==> src/rtl/mem_fd_initiator_if.sv <==
// Request/response bus between the self-test initiator and a single-port memory.
// A transfer completes on a posedge where valid_o && ready_i; the master holds
// addr_o/wdata_o/w_r_data_o stable until then, and rdata_i is meaningful only on read handshakes.
interface mem_fd_initiator_if #(
  parameter int WIDTH      = 16,
  parameter int ADDR_WIDTH = 6
);
  logic [ADDR_WIDTH-1:0] addr_o;
  logic [WIDTH-1:0]      wdata_o;
  logic                  w_r_data_o;
  logic                  valid_o;
  logic [WIDTH-1:0]      rdata_i;
  logic                  ready_i;

  modport master (
    output addr_o, wdata_o, w_r_data_o, valid_o,
    input  rdata_i, ready_i
  );

  modport slave (
    input  addr_o, wdata_o, w_r_data_o, valid_o,
    output rdata_i, ready_i
  );
endinterface

==> src/rtl/mem_fd_initiator.sv <==
// Memory self-test engine: writes a seed-derived pattern to every word, reads it
// back, and reports pass/fail, mismatch count, first failing address and timeout.
module mem_fd_initiator #(
  parameter int WIDTH      = 16,
  parameter int DEPTH      = 64,
  parameter int ADDR_WIDTH = 6,
  parameter int TIMEOUT    = 16
) (
  input  logic                  clk_i,
  input  logic                  rst_i,
  input  logic                  start_i,
  input  logic [WIDTH-1:0]      seed_i,
  output logic                  busy_o,
  output logic                  done_o,
  output logic                  pass_o,
  output logic [ADDR_WIDTH:0]   err_cnt_o,
  output logic [ADDR_WIDTH-1:0] fail_addr_o,
  output logic                  timeout_o,
  output logic [1:0]            dbg_state_o,
  mem_fd_initiator_if.master    mem
);

  typedef enum logic [1:0] {IDLE = 2'd0, WRITE = 2'd1, READ = 2'd2, DONE = 2'd3} state_t;

  localparam logic [ADDR_WIDTH-1:0] LAST_ADDR = ADDR_WIDTH'(DEPTH - 1);
  localparam logic [7:0]            WAIT_LAST = 8'(TIMEOUT - 1);

  state_t                state_q, state_d;
  logic [ADDR_WIDTH-1:0] addr_q, addr_d;
  logic [WIDTH-1:0]      seed_q, seed_d;
  logic [ADDR_WIDTH:0]   err_q, err_d;
  logic [ADDR_WIDTH-1:0] fail_q, fail_d;
  logic                  tmo_q, tmo_d;
  logic                  pass_q, pass_d;
  logic [7:0]            wait_q, wait_d;
  logic [WIDTH-1:0]      exp_word;
  logic                  handshake;

  // Odd addresses get the inverted word so adjacent cells see opposite bit values.
  function automatic logic [WIDTH-1:0] pattern(input logic [WIDTH-1:0] s,
                                               input logic [ADDR_WIDTH-1:0] a);
    return s ^ WIDTH'(a) ^ {WIDTH{a[0]}};
  endfunction

  always_ff @(posedge clk_i) begin
    if (!rst_i) begin
      state_q <= IDLE;
      addr_q  <= '0;
      seed_q  <= '0;
      err_q   <= '0;
      fail_q  <= '0;
      tmo_q   <= 1'b0;
      pass_q  <= 1'b0;
      wait_q  <= '0;
    end else begin
      state_q <= state_d;
      addr_q  <= addr_d;
      seed_q  <= seed_d;
      err_q   <= err_d;
      fail_q  <= fail_d;
      tmo_q   <= tmo_d;
      pass_q  <= pass_d;
      wait_q  <= wait_d;
    end
  end

  always_comb begin
    state_d   = state_q;
    addr_d    = addr_q;
    seed_d    = seed_q;
    err_d     = err_q;
    fail_d    = fail_q;
    tmo_d     = tmo_q;
    pass_d    = pass_q;
    wait_d    = wait_q;
    exp_word  = pattern(seed_q, addr_q);
    handshake = mem.valid_o && mem.ready_i;

    case (state_q)
      IDLE, DONE: begin
        if (start_i) begin
          state_d = WRITE;
          seed_d  = seed_i;
          addr_d  = '0;
          err_d   = '0;
          fail_d  = '0;
          tmo_d   = 1'b0;
          pass_d  = 1'b0;
          wait_d  = '0;
        end
      end
      WRITE, READ: begin
        if (handshake) begin
          wait_d = '0;
          if (state_q == READ && mem.rdata_i != exp_word) begin
            if (err_q != '1) err_d = err_q + 1'b1;
            if (err_q == '0) fail_d = addr_q;
          end
          if (addr_q == LAST_ADDR) begin
            if (state_q == WRITE) begin
              state_d = READ;
              addr_d  = '0;
            end else begin
              state_d = DONE;
              pass_d  = (err_d == '0) && !tmo_q;
            end
          end else begin
            addr_d = addr_q + 1'b1;
          end
        end else if (wait_q == WAIT_LAST) begin
          // Responder stalled too long: abandon the test at the stuck address.
          state_d = DONE;
          tmo_d   = 1'b1;
          pass_d  = 1'b0;
          wait_d  = '0;
          if (err_q == '0) fail_d = addr_q;
        end else begin
          wait_d = wait_q + 1'b1;
        end
      end
      default: state_d = IDLE;
    endcase
  end

  assign mem.valid_o    = (state_q == WRITE) || (state_q == READ);
  assign mem.w_r_data_o = (state_q == WRITE);
  assign mem.addr_o     = addr_q;
  assign mem.wdata_o    = (state_q == WRITE) ? exp_word : '0;

  assign busy_o      = mem.valid_o;
  assign done_o      = (state_q == DONE);
  assign pass_o      = pass_q;
  assign err_cnt_o   = err_q;
  assign fail_addr_o = fail_q;
  assign timeout_o   = tmo_q;
  assign dbg_state_o = state_q;

endmodule

==> src/flat_wrapper.sv <==
// flat-port wrapper written by rule: the top's interface ports become plain ports
module mem_fd_initiator_flat 
#(
  parameter int WIDTH      = 16,
  parameter int DEPTH      = 64,
  parameter int ADDR_WIDTH = 6,
  parameter int TIMEOUT    = 16
)
  (clk_i, rst_i, start_i, seed_i, busy_o, done_o, pass_o, err_cnt_o, fail_addr_o, timeout_o, dbg_state_o, mem_addr_o, mem_wdata_o, mem_w_r_data_o, mem_valid_o, mem_rdata_i, mem_ready_i);
  mem_fd_initiator_if #(.WIDTH(WIDTH), .ADDR_WIDTH(ADDR_WIDTH)) mem_i ();
  input  logic clk_i;
  input  logic rst_i;
  input  logic start_i;
  input  logic [WIDTH-1:0] seed_i;
  output logic busy_o;
  output logic done_o;
  output logic pass_o;
  output logic [ADDR_WIDTH:0] err_cnt_o;
  output logic [ADDR_WIDTH-1:0] fail_addr_o;
  output logic timeout_o;
  output logic [1:0] dbg_state_o;
  output wire logic [$bits(mem_i.addr_o)-1:0] mem_addr_o;
  output wire logic [$bits(mem_i.wdata_o)-1:0] mem_wdata_o;
  output wire logic [$bits(mem_i.w_r_data_o)-1:0] mem_w_r_data_o;
  output wire logic [$bits(mem_i.valid_o)-1:0] mem_valid_o;
  input wire logic [$bits(mem_i.rdata_i)-1:0] mem_rdata_i;
  input wire logic [$bits(mem_i.ready_i)-1:0] mem_ready_i;
  assign mem_addr_o = mem_i.addr_o;
  assign mem_wdata_o = mem_i.wdata_o;
  assign mem_w_r_data_o = mem_i.w_r_data_o;
  assign mem_valid_o = mem_i.valid_o;
  assign mem_i.rdata_i = mem_rdata_i;
  assign mem_i.ready_i = mem_ready_i;
  mem_fd_initiator #(.WIDTH(WIDTH), .DEPTH(DEPTH), .ADDR_WIDTH(ADDR_WIDTH), .TIMEOUT(TIMEOUT)) u_core (.clk_i(clk_i), .rst_i(rst_i), .start_i(start_i), .seed_i(seed_i), .busy_o(busy_o), .done_o(done_o), .pass_o(pass_o), .err_cnt_o(err_cnt_o), .fail_addr_o(fail_addr_o), .timeout_o(timeout_o), .dbg_state_o(dbg_state_o), .mem(mem_i));
endmodule
==> config.mk <==
export PLATFORM = sky130hd
export DESIGN_NAME = mem_fd_initiator_flat
export DESIGN_NICKNAME = d
export VERILOG_FILES = /design/src/rtl/mem_fd_initiator_if.sv /design/src/rtl/mem_fd_initiator.sv /design/src/flat_wrapper.sv
export SDC_FILE = /design/constraint.sdc
export NUM_CORES = 1
export LEC_CHECK = 0
export BUFFER_PORTS_ARGS = -buffer_cell sky130_fd_sc_hd__buf_2
export CAP_MARGIN = 0
export CORE_ASPECT_RATIO = 0.5
export CORE_MARGIN = 3
export CORE_UTILIZATION = 47
export DETAILED_ROUTE_END_ITERATION = 12
export PLACE_DENSITY = 0.76
export SYNTH_ARGS = -nofsm -noshare
export SYNTH_HDL_FRONTEND = slang
export SYNTH_SLANG_ARGS = --single-unit
==> constraint.sdc <==
create_clock -name clk_i -period 2.4 [get_ports clk_i]
set_input_delay 0.48 -clock clk_i [delete_from_list [all_inputs] [get_ports clk_i]]
set_output_delay 0.48 -clock clk_i [all_outputs]
set_load 0.01 [all_outputs]
; ---- Word-level counts from Yosys, hierarchy flattened
; Cells that the tools add are included.
[op_classes]
n_addsub = 3
eq_ne = 16
mux = 37
bitwise = 2
n_reduce_logical = 17
[ops]
columns = op, n
row1 = two-way mux 6 bit, 8
row2 = two-way mux 7 bit, 6
row3 = two-way mux 8 bit, 3
row4 = case mux 6 bit (2 select lines), 2
row5 = two-way mux 16 bit, 1
row6 = != test 16 bit, 1
row7 = case mux 8 bit (2 select lines), 1
row8 = XOR 16 bit, 1
row9 = XOR 16 x 6 -> 16 bit, 1
row10 = logical NOT 7 bit, 2
row11 = case mux 7 bit (2 select lines), 1
row12 = != test 3 bit (second input constant), 4
row13 = AND reduction 3 bit, 4
row14 = adder 8 x 1 -> 8 bit (second input constant), 1
row15 = equality test 8 x 4 -> 1 bit (second input constant), 1
row16 = two-way mux 1 bit, 8
row17 = two-way mux 2 bit, 4
row18 = adder 7 x 1 -> 7 bit (second input constant), 1
row19 = != test 7 bit (second input constant), 1
row20 = adder 6 x 1 -> 6 bit (second input constant), 1
row21 = equality test 6 bit (second input constant), 1
row22 = equality test 2 bit (second input constant), 2
row23 = != test 2 x 1 -> 1 bit (second input constant), 2
row24 = != test 2 bit (second input constant), 2
row25 = 11 further kinds, 16
[totals]
ff_bits = 47
elab_cells = 83

; ---- Longest topological paths before layout
; Gate-level depths: netlist of the first run.
[depth]
ltp_word = 13
ltp_mapped = 10

; ---- Worst setup path after synthesis of the first run
; OpenSTA, ideal clock, no wires.
[synth_timing]
path_kind = in2reg
startpoint = input port mem_rdata_i[7]
endpoint = register u_core.fail_q[0], in the netlist u_core.fail_addr_o[0]
setup_ps = 117
arrival_time_ps = 2272
required_ps = 2283
path_slack_ps = 11
path_stages = 9
path_buffers = 1
cell_sequence = a22oi_1 -> o21ai_0 -> or4_1 -> a21oi_1 -> a31oi_4 -> o2111ai_2 -> and3b_1 -> clkbuf_2 -> a22o_1
[synth_between]
elab_chain_len = 4
[synth_rtl]
columns = element, line_no
row1 = start: declaration, flat_wrapper.sv:26  ; input wire logic [$bits(mem_i.rdata_i)-1:0] mem_rdata_i;
row2 = != test 16 bit, mem_fd_initiator.sv:95  ; if (state_q == READ && mem.rdata_i != exp_word) begin
row3 = logical AND 1 bit, mem_fd_initiator.sv:95
row4 = != test 3 bit (no line), --
row5 = AND reduction 3 bit (no line), --
row6 = end signal: assignment, mem_fd_initiator.sv:60  ; fail_q <= fail_d;
row7 = end: declaration, mem_fd_initiator.sv:32  ; logic [ADDR_WIDTH-1:0] fail_q, fail_d;
; No other way between the ends.
; A chain may end at the register's enable or synchronous reset.

; ---- Final worst setup path of the first run
[layout_timing]
startpoint = register u_core.addr_q[1], in the netlist u_core.mem.addr_o[1]
endpoint = register u_core.fail_q[1], in the netlist u_core.fail_addr_o[1]
[layout_between]
elab_chain_len = 6
word_cells_on_any_way = 11
classes_between = eq/ne (2) / mux (5) / bitwise (2) / reduce/logical (2)
[layout_rtl]
columns = element, line_no
row1 = start: declaration, mem_fd_initiator.sv:29  ; logic [ADDR_WIDTH-1:0] addr_q, addr_d;
row2 = start signal: assignment, mem_fd_initiator.sv:57  ; addr_q <= addr_d;
row3 = XOR 16 x 6 -> 16 bit, mem_fd_initiator.sv:42  ; return s ^ WIDTH'(a) ^ {WIDTH{a[0]}};
row4 = XOR 16 bit, mem_fd_initiator.sv:42
row5 = != test 16 bit, mem_fd_initiator.sv:95
row6 = logical AND 1 bit, mem_fd_initiator.sv:95
row7 = != test 3 bit (no line), --
row8 = AND reduction 3 bit (no line), --
; Parallel ways exist; a longest one is shown, timed or not. The select of a mux whose other input is x is not followed.

==> results of run 1 <==
## worst reg2reg max path, cell delays in order (launching register included)
cell	delay (ns)
dfxtp_1	0.40
xor2_2	0.19
xnor2_1	0.11
or4_4	0.53
o31ai_4	0.10
a31oi_4	0.16
o2111ai_2	0.24
and3b_2	0.27
a22o_1	0.20
## power groups by stage
stage / Combinational (mW) / Clock, mW / Sequential [mW]
after CTS: 1.74 / 0.843 / 1.00
after global placement: 1.69 / 0 / 1.01
final: 1.78 / 0.829 / 1.02
after detailed placement: 1.74 / 0 / 1.02
after global routing: 1.96 / 0.877 / 1.03
after floorplan: 1.14 / 0 / 1.01
## sequential cells by signal, indices dropped and copies added, names as in the netlist
name                count
u_core.err_cnt_o        7
u_core.dbg_state_o      2
u_core.fail_addr_o      6
u_core.timeout_o        1
u_core.pass_o           1
u_core.seed_q          16
u_core.mem.addr_o       6
u_core.wait_q           8
## final cells by class
type                       count  area [um2]
inverter                      13       48.80
multi-input combinational    272        1838
fill                         495        1976
clock buffer                   6       138.9
tap                           73       91.34
timing repair buffer         103       578.1
sequential                    47       952.2
clock inverter                 2       35.03
## cells by family after synthesis
group,synth area share
AND/OR/NAND/NOR,0.2574
flip-flops,0.3303
adder cells (fa/ha/maj),0.03514
XOR/XNOR,0.1155
multiplexers,0.01098
AO/OA/AOI/OAI,0.2073
buffers and inverters,0.04348
## cell usage in the layout, fill, tap and decap left out, types with 3 or more instances in the layout
cell type,Yosys,final
dfxtp_1,47,38
xor2_2,1,3
and2_1,20,20
dfxtp_2,0,9
xnor2_2,0,4
o21ai_0,12,12
a22oi_1,4,4
a22o_1,7,7
inv_1,11,11
buf_2,2,78
nand2_1,51,51
and3_1,9,9
o21ai_1,7,7
nor2b_1,12,12
xnor2_1,16,12
nor4_1,4,4
nor3_1,4,4
nand4_1,6,6
xor2_1,17,15
a21oi_1,8,7
buf_4,2,25
ha_1,8,8
a31oi_1,10,10
a21boi_1,16,16
clkbuf_16,0,5
nand3_1,5,5
nor2_1,23,23
## timing repair
action | CTS | global route
endpoints found under the setup margin | 1 | 8
setup buffers | 0 | 0
pin swaps | 0 | 5
gates cloned | 0 | 0
hold buffers | 0 | 0
resized for setup | 1 | 17
## routing by layer
layer,track usage,vias up,share of wire
li1,-,1404,-
met1,0.2890,1301,0.46
met2,0.3818,83,0.47
met3,0.05397,12,0.059
met4,0.07273,0,0.013
met5,0,-,0
## final timing paths
kind / end / slack, ns
worst min-delay path: u_core.seed_q[6] / 0.42
worst max register to register: u_core.fail_addr_o[1] / 0.1
worst max-delay path: u_core.fail_addr_o[1] / 0.1
worst min register to register: u_core.seed_q[4] / 0.46
## per-stage QoR
stage / instance area (um2) / hold WS, ns / setup TNS, ns / setup WS (ns)
floorplan: 2849 / 0.4465 / 0 / 0.01139
global placement: 3443 / 0.4569 / -0.6577 / -0.08185
detailed placement: 3443 / 0.4590 / -1.615 / -0.1848
CTS: 3625 / 0.4186 / 0 / 0.06363
global route: 3682 / 0.4195 / 0 / 0.004438
finish: 3682 / 0.4171 / 0 / 0.09615
==> results.txt, run 1 <==
The via density per instance came out at 5.426. The sequential area share after synthesis is 0.3303. In this design, the stage delay of the slowest critical-path cell is 0.53 ns. In the finished design, the share of the clock period the worst path needs comes to 0.9599.

The number of global-route vias before repair is 2671. The share of total power dissipated in sequential elements is 0.280. The flow ran to the end, and the final reports show no timing, DRC or antenna violations. The number of nets in the final layout came out at 486. The startpoint of the most critical register-to-register path is u_core.mem.addr_o[1]. The number of buffers inserted during clock tree synthesis is 5. The path length in cells of the critical path is 8.

Routability-driven placement finished with a final weighted congestion of between 0.8 and 0.9. The number of instances on the worst hold path came out at 3. The worst setup path is captured at a flop.

In the synthesized netlist, the number of instances is roughly 350. The total of warnings raised by yosys is 0. TritonCTS built the clock tree. The setup clock skew after layout came out at between 0.003 and 0.004 ns. The initial antenna violation count is 0.

The die area came out at 7089 um2. The count of pins over their slew limit came out at 0. The tightest min-delay check is of the input port to flop type. The detailed-router iteration count before antenna repair came out at 4. The count of buffers from port buffering came out at 78.

The commonest cells after synthesis are 51 x nand2_1, 47 x dfxtp_1, 23 x nor2_1. The die outline height came out at between 60 and 70 um. Power spread over the standard cell area amounts to 983.4 nW/um2. The detail route stage leaves a number of antenna-violating nets equal to 0. The mean routed wirelength per cell is 14.97 um.

For the worst flop-to-flop path, the logic depth is 8. Along the worst path, the maximum fanout reaches 6. The internal portion of the total power is ~2.1 mW.

Setup repair after global routing left no endpoint under its margin. The maximum root-to-sink buffer count is 2. Timing would allow up to about 0.43 GHz. The total track usage came out at 0.2247.

The net switching power is 1.494 mW. The final core utilization is 0.6508. The final cell count without fillers is 516. The post-synth design cell area came out at about 2800 um2.

The number of maximum-capacitance violations is 0. Clock latency on the worst-skew pair, taken at its later pin, is 0.29 ns. Grouping stages by cell kind, the critical path spends the most delay in simple AND/OR/NAND/NOR gates.

The starting utilization of the core area came out at 0.5035. Subtracting the final worst setup slack from the clock period gives 2.304 ns. The clock net sink count came out at 47. The number of placement rows is 19. The deepest level of the CTS H-tree is 2.

In the routed design, unresolved DRC markers number 0. The count of endpoints failing hold in the final timing report is 0. Walking the worst path, the cells encountered are xor2_2 -> xnor2_1 -> or4_4 -> o31ai_4 -> a31oi_4 -> o2111ai_2 -> and3b_2 -> a22o_1.

The worst setup path is launched from a flop. Of the total power, the share spent switching nets is 0.4125. The pin count of the biggest net entering global routing came out at 27.

Synthesis produced a netlist with a net count of 393. The buffer type at the clock tree root is clkbuf_16. The worst max-slew margin expressed relative to the limit is 0.5628. The HPWL after detailed placement is between 5000 and 6000 um. The total area inside the core boundary comes to 5658 um2. The number of synthesized register bits came out at 47. The total overflow left after global routing is 0. Across all layers, the routed design uses 2800 vias.

Measured along the x axis, the die boundary spans 116.1 um. The slew at the pin closest to its max-slew limit came out at approximately 0.66 ns. Across the VDD grid, the largest voltage drop is 0.5078 mV. The synthesized area divided by synthesized cell count is 8.163 um2. The total power came out at around 3.6 mW. The required arrival time at the worst endpoint came out at 2.58 ns. The number of enable flip-flop cells after synthesis is 0. The I/O pin total came out at 79. The leakage power came out at 1.739 nW. The portion of total power attributed to the clock network came out at 0.229. The total buffers and inverters traversed by the critical path is 0. The worst setup path is of the flop to flop kind. Of the total power, combinational logic draws 0.491. The total instance count after detailed placement came out at 508. The count of unique library cells instantiated by Yosys is between 50 and 60. The critical path starts at u_core.mem.addr_o[1]. The synthesized design spends more area on one cell type than any other, namely dfxtp_1. Wires add up to 7727 um. The critical path's slowest cell is or4_4.

The proportion of synthesized flip-flops having asynchronous set or reset is 0. The fraction of final layout cells sized beyond drive strength 1 came out at 0.3160. In this run the most critical hold path is launched from seed_i[6]. The first global-routing pass estimated 12520 um of wire. Sorting the synthesized cells by area gives the leading types as dfxtp_1 33%, nand2_1 6.7%, xor2_1 5.2%. The count of inserted antenna diode cells is 0. The data arrival time of the critical path is ~2.5 ns.

The final setup violation count is 0. The clock-pin slew on the worst setup and hold paths is around 0.070 ns. The most frequently used cell type in the post-synthesis netlist is nand2_1. The growth of design area from synthesis to finish is 29.25%. The prevailing post-synth register cell is dfxtp_1.

Of the post-synthesis cell area, the dominant cell type holds 0.3303. The number of DRC violations after detailed-routing iteration 0 came out at 226.
(Power assumes the default switching activity.)
==> run 2, diff against run 1 <==
- CORE_UTILIZATION: 47 -> 53
- PLACE_DENSITY: 0.76 -> 0.81
- clock period: 2.4 -> 2.72 ns (I/O delays scaled with it)
==> results.txt, run 2 (synthesis results as in run 1) <==
Most frequent cells in the layout: 78 x buf_2, 51 x nand2_1, 47 x dfxtp_1 (was 78 x buf_2, 51 x nand2_1, 38 x dfxtp_1). The final core utilization is 0.6694 (was 0.6508). The I/O pin total came to 79 (unchanged). The setup slack of the most critical reg-to-reg path came out at 0.17 ns (was 0.1 ns). The total track usage was 0.2384 (was 0.2247). The class of the tightest hold or removal check is flop to flop (was input port to flop). The global route total overflow came to 0 (unchanged). The via density per instance is 5.602 (was 5.426).

The most common cell after layout, fill and taps aside is buf_2 (unchanged). The die outline height came out at 57.85 um (was 61.06 um). The total power is 2.723 mW (was 3.621 mW). The TritonCTS clock tree is done (unchanged). The cell area power density is 806.4 nW/um2 (was 983.4 nW/um2). The part of the cycle the worst path needs is 0.9360 (was 0.9599).

The register area is 940.9 um2 (was 952.2 um2). The via count is 2762 (was 2800). The routed wire length came to 7344 um (was 7727 um). The clock latency at the later pin of the worst-skew pair came out at 0.29 ns (about the same). The summed negative setup slack over all endpoints is 0 ns (unchanged). The layer carrying the most global-route usage is met2 (unchanged).

The multi-input logic area is 1784 um2 (was 1838 um2). The worst max-slew margin expressed relative to the limit was 0.5499 (was 0.5628). The startpoint type of the worst setup path is a flop (unchanged). The count of inserted antenna diode cells is 0 (unchanged).

The remaining routing DRC violations is 0 (unchanged). The worst-path maximum fanout came out at 10 (was 6). The final cell count without fillers came out at 493 (was 516). The number of global-route vias before repair came out at 2694 (was 2671).

The die width is 109.7 um (was 116.1 um). The startpoint-to-endpoint class of the critical path is flop to flop (unchanged). The final setup violation count is 0 (unchanged). The slew at the pin closest to its max-slew limit is 0.6752 ns (was 0.6558 ns). The number of placement rows was 18 (was 19). The die area is 6345 um2 (was 7089 um2).

The met3 capacity usage during global routing came to 0.05117 (was 0.05397). The clock-pin slew on the worst setup and hold paths is 0.08 ns (was 0.07 ns). The detailed-router iteration count before antenna repair is 5 (was 4). The number of fillers in the final layout was 427 (was 495). The data arrival time of the critical path came out at 2.73 ns (was 2.49 ns). The core box area is 5045 um2 (was 5658 um2). The number of maximum-capacitance violations is 0 (unchanged).

The setup clock skew after layout came out at 0.004185 ns (was 0.003397 ns). The growth of design area from synthesis to finish came out at 18.53% (was 29.25%). The capturing element type of the critical path is a flop (unchanged). The most flop-heavy register was u_core.seed_q (unchanged). The flip-flop count of the largest register after layout is 16 (unchanged).

The post-detailed-placement half-perimeter wirelength is 5501 um (was 5864 um). Run status: completed (unchanged). The total instance count after detailed placement came out at 487 (was 508).

The pin count of the biggest net entering global routing is 29 (was 27). The number of gates resized after CTS is 0 (was 1). The leakage power came out at 1.571 nW (was 1.739 nW). The deepest level of the CTS H-tree is 2 (unchanged). The starting utilization of the core area is 0.5647 (was 0.5035). The final period demand of the worst path is 2.546 ns (was 2.304 ns). The mean routed wirelength per cell is 14.90 um (was 14.97 um). The number of buffers inserted during clock tree synthesis is 5 (unchanged). The buffer type at the clock tree root is clkbuf_8 (was clkbuf_16). The count of buffers from port buffering came out at 78 (unchanged).

The buffers inserted during post-CTS setup optimization is 0 (unchanged). The quantity of hold-fixing buffers added after cts came out at 0 (unchanged). The maximum root-to-sink buffer count came to 2 (unchanged). The routing usage on met2 came to 0.3998 (was 0.3818).

The met1 routing resource usage after global routing came to 0.3152 (was 0.2890). The hold slack was 0.4697 ns (was 0.4171 ns). The post-route antenna net violation count came out at 0 (unchanged). The maximum operating frequency came to 0.3928 GHz (was 0.4341 GHz).

The count of endpoints failing hold in the final timing report is 0 (unchanged). The routability congestion estimate from global placement is 0.8621 (was 0.8832). Setup repair after global routing missed its margin: false (unchanged). The number of nets in the final layout came out at 468 (was 486). The count of pins over their slew limit came out at 0 (unchanged).

The fraction of final layout cells sized beyond drive strength 1 came out at 0.2388 (was 0.3160). The number of DRC violations after detailed-routing iteration 0 came out at 180 (was 226). The clock net sink count came out at 47 (unchanged). The maximum VDD drop is 0.4493 mV (was 0.5078 mV). The initial antenna violation count is 0 (unchanged). The global-route wire length before repair is 12230 um (was 12520 um). The required arrival time at the worst endpoint came out at 2.91 ns (was 2.58 ns).
==> run 2: cell types whose count changed in the layout (fill, tap and decap cells not counted), sizes merged <==
cell    previous run  this run
buf              103        85
clkinv             1         0
bufinv             1         0
==> run 2: path summary, 6_finish.rpt <==
path	startpoint	cells after the start	end
worst min-delay path	u_core.seed_q[1]	2	u_core.seed_q[1]
worst max-delay path	u_core.mem.addr_o[2]	8	u_core.fail_addr_o[5]
worst min register to register	u_core.seed_q[1]	2	u_core.seed_q[1]
worst max register to register	u_core.mem.addr_o[2]	8	u_core.fail_addr_o[5]
==> run 2: cell type report <==
class,count,share of cell area
sequential,47,0.2786
tap,70,0.02594
clock buffer,6,0.02149
inverter,13,0.01445
timing repair buffer,85,0.1312
multi-input combinational,272,0.5283
==> run 2: report_power, final <==
| part | total, mW | switching, mW | internal, mW |
|---|---|---|---|
| combinational | 1.44 | 0.903 | 0.534 |
| clock | 0.393 | 0.221 | 0.172 |
| sequential | 0.893 | 0.111 | 0.782 |
| total | 2.72 | 1.23 | 1.49 |
==> run 2: worst max-delay path: stages (launching register included) <==
cell       delay, ns
dfxtp_1         0.52
xor2_2          0.24
xnor2_1         0.14
or4_4           0.56
o31ai_4         0.09
a31oi_4         0.19
o2111ai_2       0.21
and3b_1         0.27
a22o_1          0.21
==> run 2: metrics by stage <==
step	area, um2	setup slack [ns]
2_1_floorplan	2849	0.2674
3_3_place_gp	3304	0.09036
3_5_place_dp	3304	0.03732
4_1_cts	3377	0.1533
5_1_grt	3377	0.01140
6_report	3377	0.1740
==> run 2: routing by layer <==
layer | vias up | part of all wire | routed length, um
met5 | - | 0 | 0
met4 | 0 | 0.0053 | 39
met3 | 4 | 0.072 | 526
met2 | 112 | 0.47 | 3453
met1 | 1284 | 0.45 | 3325
li1 | 1362 | - | -
